File: config.mk
export PLATFORM = sky130hd
export DESIGN_NAME = game_state_ctrl
export DESIGN_NICKNAME = d
export VERILOG_FILES = /design/src/rtl/game_state_ctrl.sv
export SDC_FILE = /design/constraint.sdc
export NUM_CORES = 1
export LEC_CHECK = 0
export ABC_AREA = 1
export BUFFER_PORTS_ARGS = -buffer_cell sky130_fd_sc_hd__buf_2
export CAP_MARGIN = 15
export CORE_ASPECT_RATIO = 0.9
export CORE_UTILIZATION = 45
export CTS_CLUSTER_DIAMETER = 40
export DETAILED_ROUTE_END_ITERATION = 7
export PLACE_DENSITY_LB_ADDON = 0.05
export SYNTH_ARGS = -nofsm -noshare
export SYNTH_HDL_FRONTEND = slang
export SYNTH_SLANG_ARGS = --single-unit
export TNS_END_PERCENT = 10
File: constraint.sdc
create_clock -name pclk -period 2.2 [get_ports pclk]
set_clock_uncertainty 0.2 [all_clocks]
set_input_delay 0.22 -clock pclk [delete_from_list [all_inputs] [get_ports pclk]]
set_output_delay 0.22 -clock pclk [all_outputs]
set_load 0.05 [all_outputs]
File: src/rtl/game_state_ctrl.sv
// game_state_ctrl: frame-synchronous game-state controller for the VGA pipeline.
// Click, hit and escape events are latched as pending flags during a frame and
// consumed at the next frame boundary (rising edge of vblnk_in), so every drawn
// frame sees one consistent state.
// Optional feature macro: GAME_STATE_PAUSE_EN adds the PAUSE state (11) and the
// esc-driven PLAY<->PAUSE transitions. Without it key_esc has no effect.
module game_state_ctrl #(
  parameter int BTN_X0      = 360,
  parameter int BTN_X1      = 660,
  parameter int BTN_Y0      = 334,
  parameter int BTN_Y1      = 434,
  parameter int OVER_FRAMES = 180
) (
  input  logic        pclk,
  input  logic        rst,
  input  logic        vblnk_in,
  input  logic        mouse_left,
  input  logic [11:0] mouse_xpos,
  input  logic [11:0] mouse_ypos,
  input  logic        hit,
  input  logic        key_esc,
  output logic [1:0]  state,
  output logic        new_game,
  output logic        frame_tick
);

  typedef enum logic [1:0] {
    ST_MENU  = 2'b00,
    ST_PLAY  = 2'b01,
    ST_OVER  = 2'b10,
    ST_PAUSE = 2'b11
  } state_t;

  localparam logic [11:0] X0       = 12'(BTN_X0);
  localparam logic [11:0] X1       = 12'(BTN_X1);
  localparam logic [11:0] Y0       = 12'(BTN_Y0);
  localparam logic [11:0] Y1       = 12'(BTN_Y1);
  localparam logic [9:0]  OVR_LAST = 10'(OVER_FRAMES - 1);
  localparam logic [9:0]  OVR_MAX  = 10'h3FF;

`ifdef GAME_STATE_PAUSE_EN
  localparam logic PAUSE_ON = 1'b1;
`else
  localparam logic PAUSE_ON = 1'b0;
`endif

  state_t      state_q, state_d;
  logic        vblnk_dly_q, vblnk_dly_d;
  logic        mouse_left_q, mouse_left_d;
  logic        key_esc_q, key_esc_d;
  logic        p_start_q, p_start_d;
  logic        p_click_q, p_click_d;
  logic        p_esc_q, p_esc_d;
  logic        p_hit_q, p_hit_d;
  logic        new_game_q, new_game_d;
  logic        frame_tick_q, frame_tick_d;
  logic [9:0]  ovr_cnt_q, ovr_cnt_d;

  logic fb;
  logic click;
  logic esc_edge;
  logic in_btn;

  // Edge detection, button hit-test and pending-flag update (set beats clear at fb)
  always_comb begin
    vblnk_dly_d  = vblnk_in;
    mouse_left_d = mouse_left;
    key_esc_d    = key_esc;

    fb       = vblnk_in & ~vblnk_dly_q;
    click    = mouse_left & ~mouse_left_q;
    esc_edge = PAUSE_ON & key_esc & ~key_esc_q;
    in_btn   = (mouse_xpos >= X0) && (mouse_xpos <= X1) &&
               (mouse_ypos >= Y0) && (mouse_ypos <= Y1);

    p_start_d = (click & in_btn) | (p_start_q & ~fb);
    p_click_d = click            | (p_click_q & ~fb);
    p_esc_d   = esc_edge         | (p_esc_q   & ~fb);
    p_hit_d   = hit              | (p_hit_q   & ~fb);
  end

  // Next-state, OVER frame counter and output pulses, evaluated only at fb
  always_comb begin
    state_d      = state_q;
    ovr_cnt_d    = ovr_cnt_q;
    new_game_d   = 1'b0;
    frame_tick_d = fb;

    if (fb) begin
      case (state_q)
        ST_MENU: begin
          if (p_start_q) begin
            state_d    = ST_PLAY;
            new_game_d = 1'b1;
          end
        end
        ST_PLAY: begin
          if (p_hit_q) begin
            state_d   = ST_OVER;
            ovr_cnt_d = 10'd0;
          end else if (PAUSE_ON && p_esc_q) begin
            state_d = ST_PAUSE;
          end
        end
        ST_OVER: begin
          if (p_click_q || (ovr_cnt_q == OVR_LAST)) begin
            state_d = ST_MENU;
          end else if (ovr_cnt_q != OVR_MAX) begin
            ovr_cnt_d = ovr_cnt_q + 10'd1;
          end
        end
`ifdef GAME_STATE_PAUSE_EN
        ST_PAUSE: begin
          if (p_esc_q || p_click_q) begin
            state_d = ST_PLAY;
          end
        end
`else
        ST_PAUSE: begin
          state_d = ST_MENU;
        end
`endif
        default: begin
          state_d = ST_MENU;
        end
      endcase
    end
  end

  // State, edge, pending and pulse registers with synchronous reset
  always_ff @(posedge pclk) begin
    if (rst) begin
      state_q      <= ST_MENU;
      vblnk_dly_q  <= 1'b1;
      mouse_left_q <= 1'b0;
      key_esc_q    <= 1'b0;
      p_start_q    <= 1'b0;
      p_click_q    <= 1'b0;
      p_esc_q      <= 1'b0;
      p_hit_q      <= 1'b0;
      new_game_q   <= 1'b0;
      frame_tick_q <= 1'b0;
      ovr_cnt_q    <= 10'd0;
    end else begin
      state_q      <= state_d;
      vblnk_dly_q  <= vblnk_dly_d;
      mouse_left_q <= mouse_left_d;
      key_esc_q    <= key_esc_d;
      p_start_q    <= p_start_d;
      p_click_q    <= p_click_d;
      p_esc_q      <= p_esc_d;
      p_hit_q      <= p_hit_d;
      new_game_q   <= new_game_d;
      frame_tick_q <= frame_tick_d;
      ovr_cnt_q    <= ovr_cnt_d;
    end
  end

  assign state      = state_q;
  assign new_game   = new_game_q;
  assign frame_tick = frame_tick_q;

endmodule

==> results of run 1 <==
==> state kept, by name (all words and copies together), names as in the netlist <==
register / count
new_game: 1
frame_tick: 1
p_start_q: 1
mouse_left_q: 1
vblnk_dly_q: 1
p_hit_q: 1
ovr_cnt_q: 10
p_click_q: 1
state: 2
==> through the flow <==
stage          std cells  setup slack, ps  power [mW]  util, %
4_1_cts              243              130       0.634     59.4
3_5_place_dp         236              151       0.456     56.9
3_3_place_gp         236              239       0.453     56.9
5_1_grt              243             32.1       0.660     59.6
2_1_floorplan        181              335       0.421        -
6_report             243              236       0.628     59.6
==> cell type report <==
type	count	area share [%]
repair buffers	35	13.9
clock inverters	1	0.365
flip-flops and latches	19	27.8
inverters	21	5.84
well taps	27	2.46
multi-input cells	137	48.0
clock buffers	3	1.64
==> critical path, cell delays in order, from the launching register on <==
cell,delay (ps)
dfxtp_2,400
ha_2,240
nand3_2,140
nor2_2,160
nand4_1,100
nand2_1,100
nand2_2,180
nand2_4,190
nand2_1,70
a21oi_1,120
==> cells by family after synthesis <==
| group | count (synthesis) | share of synthesized area (%) |
|---|---|---|
| buffers and inverters | 25 | 9.90 |
| adders and majority gates | 1 | 1.09 |
| AOI/OAI and AO/OA | 24 | 10.9 |
| xor gates and xnor gates | 3 | 2.29 |
| and+or+nand+nor | 109 | 42.8 |
| DFF | 19 | 33.1 |
==> routing by layer <==
metal	wire length (µm)	vias up	track usage, %
met5	0	-	0
met4	27	0	6.67
met3	130	5	5.51
met2	1220	33	35.9
met1	1320	567	26.6
li1	-	659	-
==> Yosys cell counts, types with 2 or more instances <==
cell type | number | area [µm²]
a21oi_1 | 17 | 85.1
inv_1 | 18 | 67.6
nand2_1 | 37 | 139
nor3_1 | 6 | 30.0
nand3_1 | 19 | 95.1
dfxtp_1 | 19 | 380
or2_2 | 2 | 12.5
o21ai_0 | 5 | 25.0
xnor2_1 | 2 | 17.5
nor2_1 | 31 | 116
nand2_2 | 2 | 12.5
nor2_2 | 2 | 12.5
nand4_1 | 5 | 31.3
==> power groups by stage <==
stage | clock, mW | combinational, mW | sequential (mW)
3_5_place_dp | 0 | 0.0934 | 0.363
4_1_cts | 0.182 | 0.0976 | 0.355
5_1_grt | 0.194 | 0.110 | 0.356
2_1_floorplan | 0 | 0.0509 | 0.370
6_report | 0.176 | 0.0978 | 0.355
3_3_place_gp | 0 | 0.0906 | 0.362
==> placed cells by master (no fill, tap or decap), types with 3 or more instances in the layout <==
cell and n:
nand2_1 37, buf_2 32, nor2_1 31, nand3_1 19
inv_1 18, dfxtp_1 18, a21oi_1 17, nor3_1 6
nand4_1 5, o21ai_0 5, clkbuf_4 3, dlygate4sd3_1 3
==> timing repair <==
action / CTS / global route
hold buffers: 3 / 0
buffers inserted: 0 / 0
endpoints found under the setup margin: 0 / 10
gates resized for setup: 0 / 2
endpoints found under the hold margin: 3 / 0
==> worst paths after layout <==
kind | startpoint | to | depth (start not counted)
max | ovr_cnt_q[0] | ovr_cnt_q[6] | 9
min | mouse_xpos[9] | p_start_q | 4
max reg2reg | ovr_cnt_q[0] | ovr_cnt_q[6] | 9
min reg2reg | p_click_q | p_click_q | 2
==> impl_metrics.ini, run 1 <==
[final_layout]
fin_nets = 248
syn2layout_area_growth_pct = 19.3
drive_gt1_share_pct = 22.2
design_area_mm2 = 0.00137
multi_input_area_um2 = 658
seqCellArea_um2 = 382
fillers = 237
antennaDiodeCount = 0

[timing]
maxSlewHeadroom_pct = 76.9
max_freq_mhz = 509
rsz0062_at_grt = no
min_period_over_period_pct = 89.3
post-route-min-period_ps = 1960
whs_ps = 37.8
setup_viol = 0
worst_pin_slew_ps = 347
hold_violations = 0
setup-tns-final_ps = 0
slew_violations = 0

[critical_path]
end_kind = flip-flop
reg2reg_slack_ps = 240
cp-start-kind = flip-flop
critPathKind = reg -> reg
required_ps = 2230
path_max_fanout = 11
cp.arrival_ps = 1990

[pwr]
power_frac_seq_pct = 56.5
p_comb_share_pct = 15.6
power_switching_mw = 0.170
intPower_mw = 0.458
powerDensity_mw_per_mm2 = 458
power.leakage_nw = 0.577
p_clk_share_pct = 28.0
irDropWorstVdd_v = 0.000311
power_switching_share_pct = 27.1

[floorplan]
initial_utilization_pct = 49.9
fp.dieArea_mm2 = 0.00276
num_rows = 16
die_x_um = 55.3
core_area_mm2 = 0.00230
die_y_um = 50.0
pin_count = 34

[drt]
ant_nets = 0
drt_iter0_drc = 53
first_pass_iters = 4
vias = 1264
totalWireLength_um = 2700
viasPerCell = 5.20
drc_errors = 0
wl_per_cell_um = 11.1

[grt]
overflow = 0
grt_pass1_wl_um = 4700
grt_pass1_vias = 1106
grtUsageTotal_pct = 21.3
grt_max_degree = 19
antenna_found_initial = 0

[yosys]
ys_types = 29
synth_warnings = 0
synth_ff_type = dfxtp_1
synth.avg_cell_area_um2 = 6.35
synth_cells = 181
synth.net_count = 212
synth_edf_count = 0
ys_seq_elements = 19
seq_area_frac_synth_pct = 33.1
synth_area_mm2 = 0.00115
synthArstFlopShare_pct = 0

[clock_tree]
clock-sinks = 19
numCtsBuffers = 3
clock-root-buffer = clkbuf_4
clk_pin_slew_ps = 100
insertion_delay_ps = 300
htreeDepth = 1
clockBufferDepth = 2
cts_tree = yes

[hold_path]
hold_path.class = in -> reg

[placed_design]
placed_cell_area_mm2 = 0.00131
port_buffers = 32
gp_congestion = 0.900
hpwl_um = 1990

[run_status]
status = finished, final reports clean

[run]
cap_violations = 0
Power figures use the tool's default switching activity.
==> run 2: changes to the inputs <==
- BUFFER_PORTS_ARGS: -buffer_cell sky130_fd_sc_hd__buf_2 -> -buffer_cell sky130_fd_sc_hd__clkbuf_2
==> run 2 against run 1 <==
- worst hold slack improved by 9.2 ps
- design area unchanged
- critical path depth unchanged
- sequential cell count unchanged
- sequential power about the same
==> impl_metrics.ini, run 2 (synthesized netlist as in run 1, its figures left out) <==
[grt]
grt_pass1_vias = 1150
grt_max_degree = 19
antenna_found_initial = 0
overflow = 0
grt_pass1_wl_um = 4730
grtUsageTotal_pct = 21.6

[timing]
hold_violations = 0
post-route-min-period_ps = 1980
whs_ps = 47.0
setup_viol = 0
min_period_over_period_pct = 89.9
fin_ws_ps = 223
slew_violations = 0
setup-tns-final_ps = 0
worst_pin_slew_ps = 392
rsz0062_at_grt = no
maxSlewHeadroom_pct = 73.9
max_freq_mhz = 506

[final_layout]
fin_nets = 248
final_core_util_pct = 59.6
antennaDiodeCount = 0
drive_gt1_share_pct = 22.2
mostFrequentLayoutCells = 37 x nand2_1, 32 x clkbuf_2, 31 x nor2_1
syn2layout_area_growth_pct = 19.3
largest_reg_flops = 10
largest-register = ovr_cnt_q
final_common_cell = nand2_1
fillers = 236

[floorplan]
die_x_um = 55.3
initial_utilization_pct = 49.9
pin_count = 34
core_area_mm2 = 0.00230
fp.dieArea_mm2 = 0.00276
num_rows = 16
die_y_um = 50.0

[pwr]
p_comb_share_pct = 15.6
power.leakage_nw = 0.580
power_switching_mw = 0.175
powerDensity_mw_per_mm2 = 461
irDropWorstVdd_v = 0.000325
p_clk_share_pct = 28.3
power_switching_share_pct = 27.6
power_frac_seq_pct = 56.1
intPower_mw = 0.458

[placed_design]
hpwl_um = 2060
port_buffers = 32
pre_cts_ws_ps = 137
gp_congestion = 0.899

[clock_tree]
clk_pin_slew_ps = 110
cts_tree = yes
cts_setup_buffers = 0
htreeDepth = 1
insertion_delay_ps = 300
clockBufferDepth = 2
numCtsBuffers = 3
clock-root-buffer = clkbuf_4
clock-sinks = 19

[drt]
wl_per_cell_um = 11.4
first_pass_iters = 4
drt_iter0_drc = 30
viasPerCell = 5.22
drc_errors = 0
vias = 1268
totalWireLength_um = 2780
ant_nets = 0

[critical_path]
critPathKind = reg -> reg
path_cells = ha_2 -> nand3_2 -> nor2_2 -> nand4_1 -> nand2_1 -> nand2_2 -> nand2_4 -> nand2_1 -> a21oi_1
cp.arrival_ps = 2010
crit_buf_inv = 0
slowest_delay_ps = 400
end_kind = flip-flop
crit_path_frequent_cell = nand2_1
path_max_fanout = 11
cp_top_family = simple AND/OR/NAND/NOR gates
cp-start-kind = flip-flop
cp_slowest_cell = dfxtp_2
required_ps = 2230

[hold_path]
hold_path.class = in -> reg

[run]
cap_violations = 0

[run_status]
status = finished, final reports clean
-- run 2: cell types whose count changed in the layout (fill, tap and decap cells not counted), sizes merged --
cell,change
buf,-32
clkbuf,+32
-- run 2: final cells by class --
cell class                 count  area (µm²)  area share, %
sequential                    19         382           27.8
clock buffer                   3        22.5           1.64
tap                           27        33.8           2.46
clock inverter                 1        5.00          0.365
inverter                      21        80.1           5.84
multi-input combinational    137         658           48.0
timing repair buffer          35         190           13.9
-- run 2: power groups by stage --
stage / logic, mW / registers, mW / clock network, mW
2_1_floorplan: 0.0509 / 0.370 / 0
3_3_place_gp: 0.0906 / 0.362 / 0
3_5_place_dp: 0.0938 / 0.363 / 0
4_1_cts: 0.0983 / 0.355 / 0.183
5_1_grt: 0.110 / 0.356 / 0.197
6_report: 0.0987 / 0.355 / 0.179
-- run 2: metrics by stage --
step           cells  area [µm²]  power (mW)
2_1_floorplan    181        1150       0.421
4_1_cts          243        1370       0.636
6_report         243        1370       0.633
3_3_place_gp     236        1310       0.453
3_5_place_dp     236        1310       0.456
5_1_grt          243        1370       0.663
-- run 2: tightest hold or removal path, cell delays in order --
cell and delay [ps]:
clkbuf_2 90, nand3_1 70, nand2_1 70, a21oi_1 50
-- run 2: worst paths after layout --
| kind | startpoint | endpoint | slack, ps | depth (start not counted) |
|---|---|---|---|---|
| min | mouse_xpos[9] | p_start_q | 50 | 4 |
| min reg2reg | p_click_q | p_click_q | 280 | 2 |
| max | ovr_cnt_q[0] | ovr_cnt_q[3] | 220 | 9 |
| max reg2reg | ovr_cnt_q[0] | ovr_cnt_q[3] | 220 | 9 |
-- run 2: layer usage --
metal / wire [µm] / track usage [%] / vias to the layer above
met1: 1260 / 24.2 / 565
met5: 0 / 0 / -
met4: 43 / 8.33 / 0
met3: 134 / 4.72 / 6
li1: - / - / 660
met2: 1340 / 39.8 / 37
-- run 2: repair_timing --
action	in CTS	in global routing
resized for setup	0	2
hold endpoints to repair	3	0
setup endpoints to repair	0	10
hold buffers	3	0
==> run 3: changes to the inputs <==
- CORE_UTILIZATION: 45 -> 54
- clock period: 2.2 -> 2.4 ns (I/O delays scaled with it)
==> run 3 against run 2 <==
- non-clock buffer count did not move
- worst setup slack improved by 120 ps
- sequential power fell by 8.5%
- via count fell by 1.1%
- combinational power fell by 9.7%
- final cell count fell by 0.82%
- die area fell by 16%
- clock power fell by 8%
- clock-buffer cell count did not move
- sequential share of layout area barely moved
- worst hold slack improved by 20 ps
==> impl_metrics.ini, run 3 (synthesized netlist as in run 1, its figures left out) <==
[drt]
viasPerCell = 5.20
drt_iter0_drc = 42
totalWireLength_um = 2610
ant_nets = 0
drc_errors = 0
first_pass_iters = 4
vias = 1254
wl_per_cell_um = 10.8

[timing]
worst_pin_slew_ps = 373
hold_violations = 0
fin_ws_ps = 339
maxSlewHeadroom_pct = 75.1
slew_violations = 0
post-route-min-period_ps = 2060
max_freq_mhz = 485
setup-tns-final_ps = 0
setup_viol = 0
min_period_over_period_pct = 85.9
rsz0062_at_grt = no

[placed_design]
hpwl_um = 2020
placed_cell_area_mm2 = 0.00131
gp_congestion = 0.922
pre_cts_ws_ps = 388
dp_cells = 234
port_buffers = 32

[critical_path]
r2r-start = ovr_cnt_q[0]
cp-startpoint = ovr_cnt_q[0]
end_kind = flip-flop
required_ps = 2430
path_max_fanout = 11
cp-start-kind = flip-flop
reg2reg_depth = 9
reg2reg_slack_ps = 340
cp.arrival_ps = 2090
critPathKind = reg -> reg
reg2reg_to = ovr_cnt_q[3]
crit_end = ovr_cnt_q[3]

[final_layout]
final_common_cell = nand2_1
drive_gt1_share_pct = 21.3
fin_cells = 241
largest_reg_flops = 10
antennaDiodeCount = 0
syn2layout_area_growth_pct = 18.7
design_area_mm2 = 0.00137
fin_nets = 248
fillers = 184
mostFrequentLayoutCells = 37 x nand2_1, 32 x clkbuf_2, 31 x nor2_1
largest-register = ovr_cnt_q

[floorplan]
initial_utilization_pct = 58.9
die_x_um = 50.6
fp.dieArea_mm2 = 0.00232
die_y_um = 45.8
core_area_mm2 = 0.00195
pin_count = 34
num_rows = 15

[clock_tree]
cts_tree = yes
clk_pin_slew_ps = 120
clock-root-buffer = clkbuf_4
cts_resized = 0
htreeDepth = 1
numCtsBuffers = 3
clock-sinks = 19
insertion_delay_ps = 300
clockBufferDepth = 2

[run]
cap_violations = 0

[grt]
grtUsageTotal_pct = 25.9
antenna_found_initial = 0
overflow = 0
grt_pass1_vias = 1120
grt_max_degree = 19
grt_pass1_wl_um = 4550

[pwr]
powerDensity_mw_per_mm2 = 423
power.leakage_nw = 0.583
power_mw = 0.578
irDropWorstVdd_v = 0.000348

[run_status]
status = finished, final reports clean

[hold_path]
hold_path.class = in -> reg
==> run 3: cell count changes in the layout (fill, tap and decap cells not counted) <==
cell | before | now
ha_2 | 1 | 0
ha_1 | 0 | 1
dfxtp_1 | 18 | 19
dfxtp_2 | 1 | 0
==> run 3: where the power goes <==
part,leakage [nW],switching [mW],internal [mW]
registers,0.154,0.00341,0.322
clock network,0.0177,0.102,0.0620
logic,0.411,0.0531,0.0359
==> run 3: through the flow <==
| stage | utilization [%] | hold WS, ps |
|---|---|---|
| global placement | 67.0 | 222 |
| detailed placement | 67.0 | 233 |
| floorplan | - | 136 |
| finish | 69.9 | 66.8 |
| global route | 69.9 | 117 |
| CTS | 69.9 | 69.3 |
==> run 3: cell type report <==
type	count	area (µm²)	share of cell area, %
clock buffers	3	22.5	1.65
clock inverters	1	5.00	0.367
well taps	25	31.3	2.29
multi-input cells	137	656	48.0
inverters	21	80.1	5.87
flip-flops and latches	19	380	27.9
repair buffers	35	190	13.9
==> run 3: how the worst min path moves through the flow <==
stage                   from     endpoint  slack, ps  depth (start not counted)
3_3_place_gp        vblnk_in  vblnk_dly_q        220                          3
3_5_place_dp        vblnk_in  vblnk_dly_q        230                          3
5_1_grt        mouse_xpos[9]    p_start_q        120                          4
4_1_cts        mouse_xpos[9]    p_start_q         70                          4
2_1_floorplan       vblnk_in  vblnk_dly_q        140                          2
6_report       mouse_xpos[9]    p_start_q         70                          4
==> run 3: worst max-delay path, cell delays in order (launching register included) <==
cell and delay [ps]:
dfxtp_1 470, ha_1 280, nand3_2 150, nor2_2 150, nand4_1 90, nand2_1 90
nand2_2 160, nand2_4 180, nand2_1 60, a21oi_1 160
==> run 3: per-layer routing <==
layer / vias up / routed length [µm] / track usage, % / part of all wire, %
met5: - / 0 / 0 / 0
met3: 2 / 178 / 5.00 / 6.8
met2: 47 / 1250 / 46.9 / 48
li1: 654 / - / - / -
met4: 0 / 9 / 7.22 / 0.34
met1: 551 / 1180 / 31.7 / 45
==> run 3: timing repair <==
item,4_1_cts,5_1_grt
setup buffers,0,0
hold buffers,3,0
endpoints found under the hold margin,3,0
setup endpoints to repair,0,0
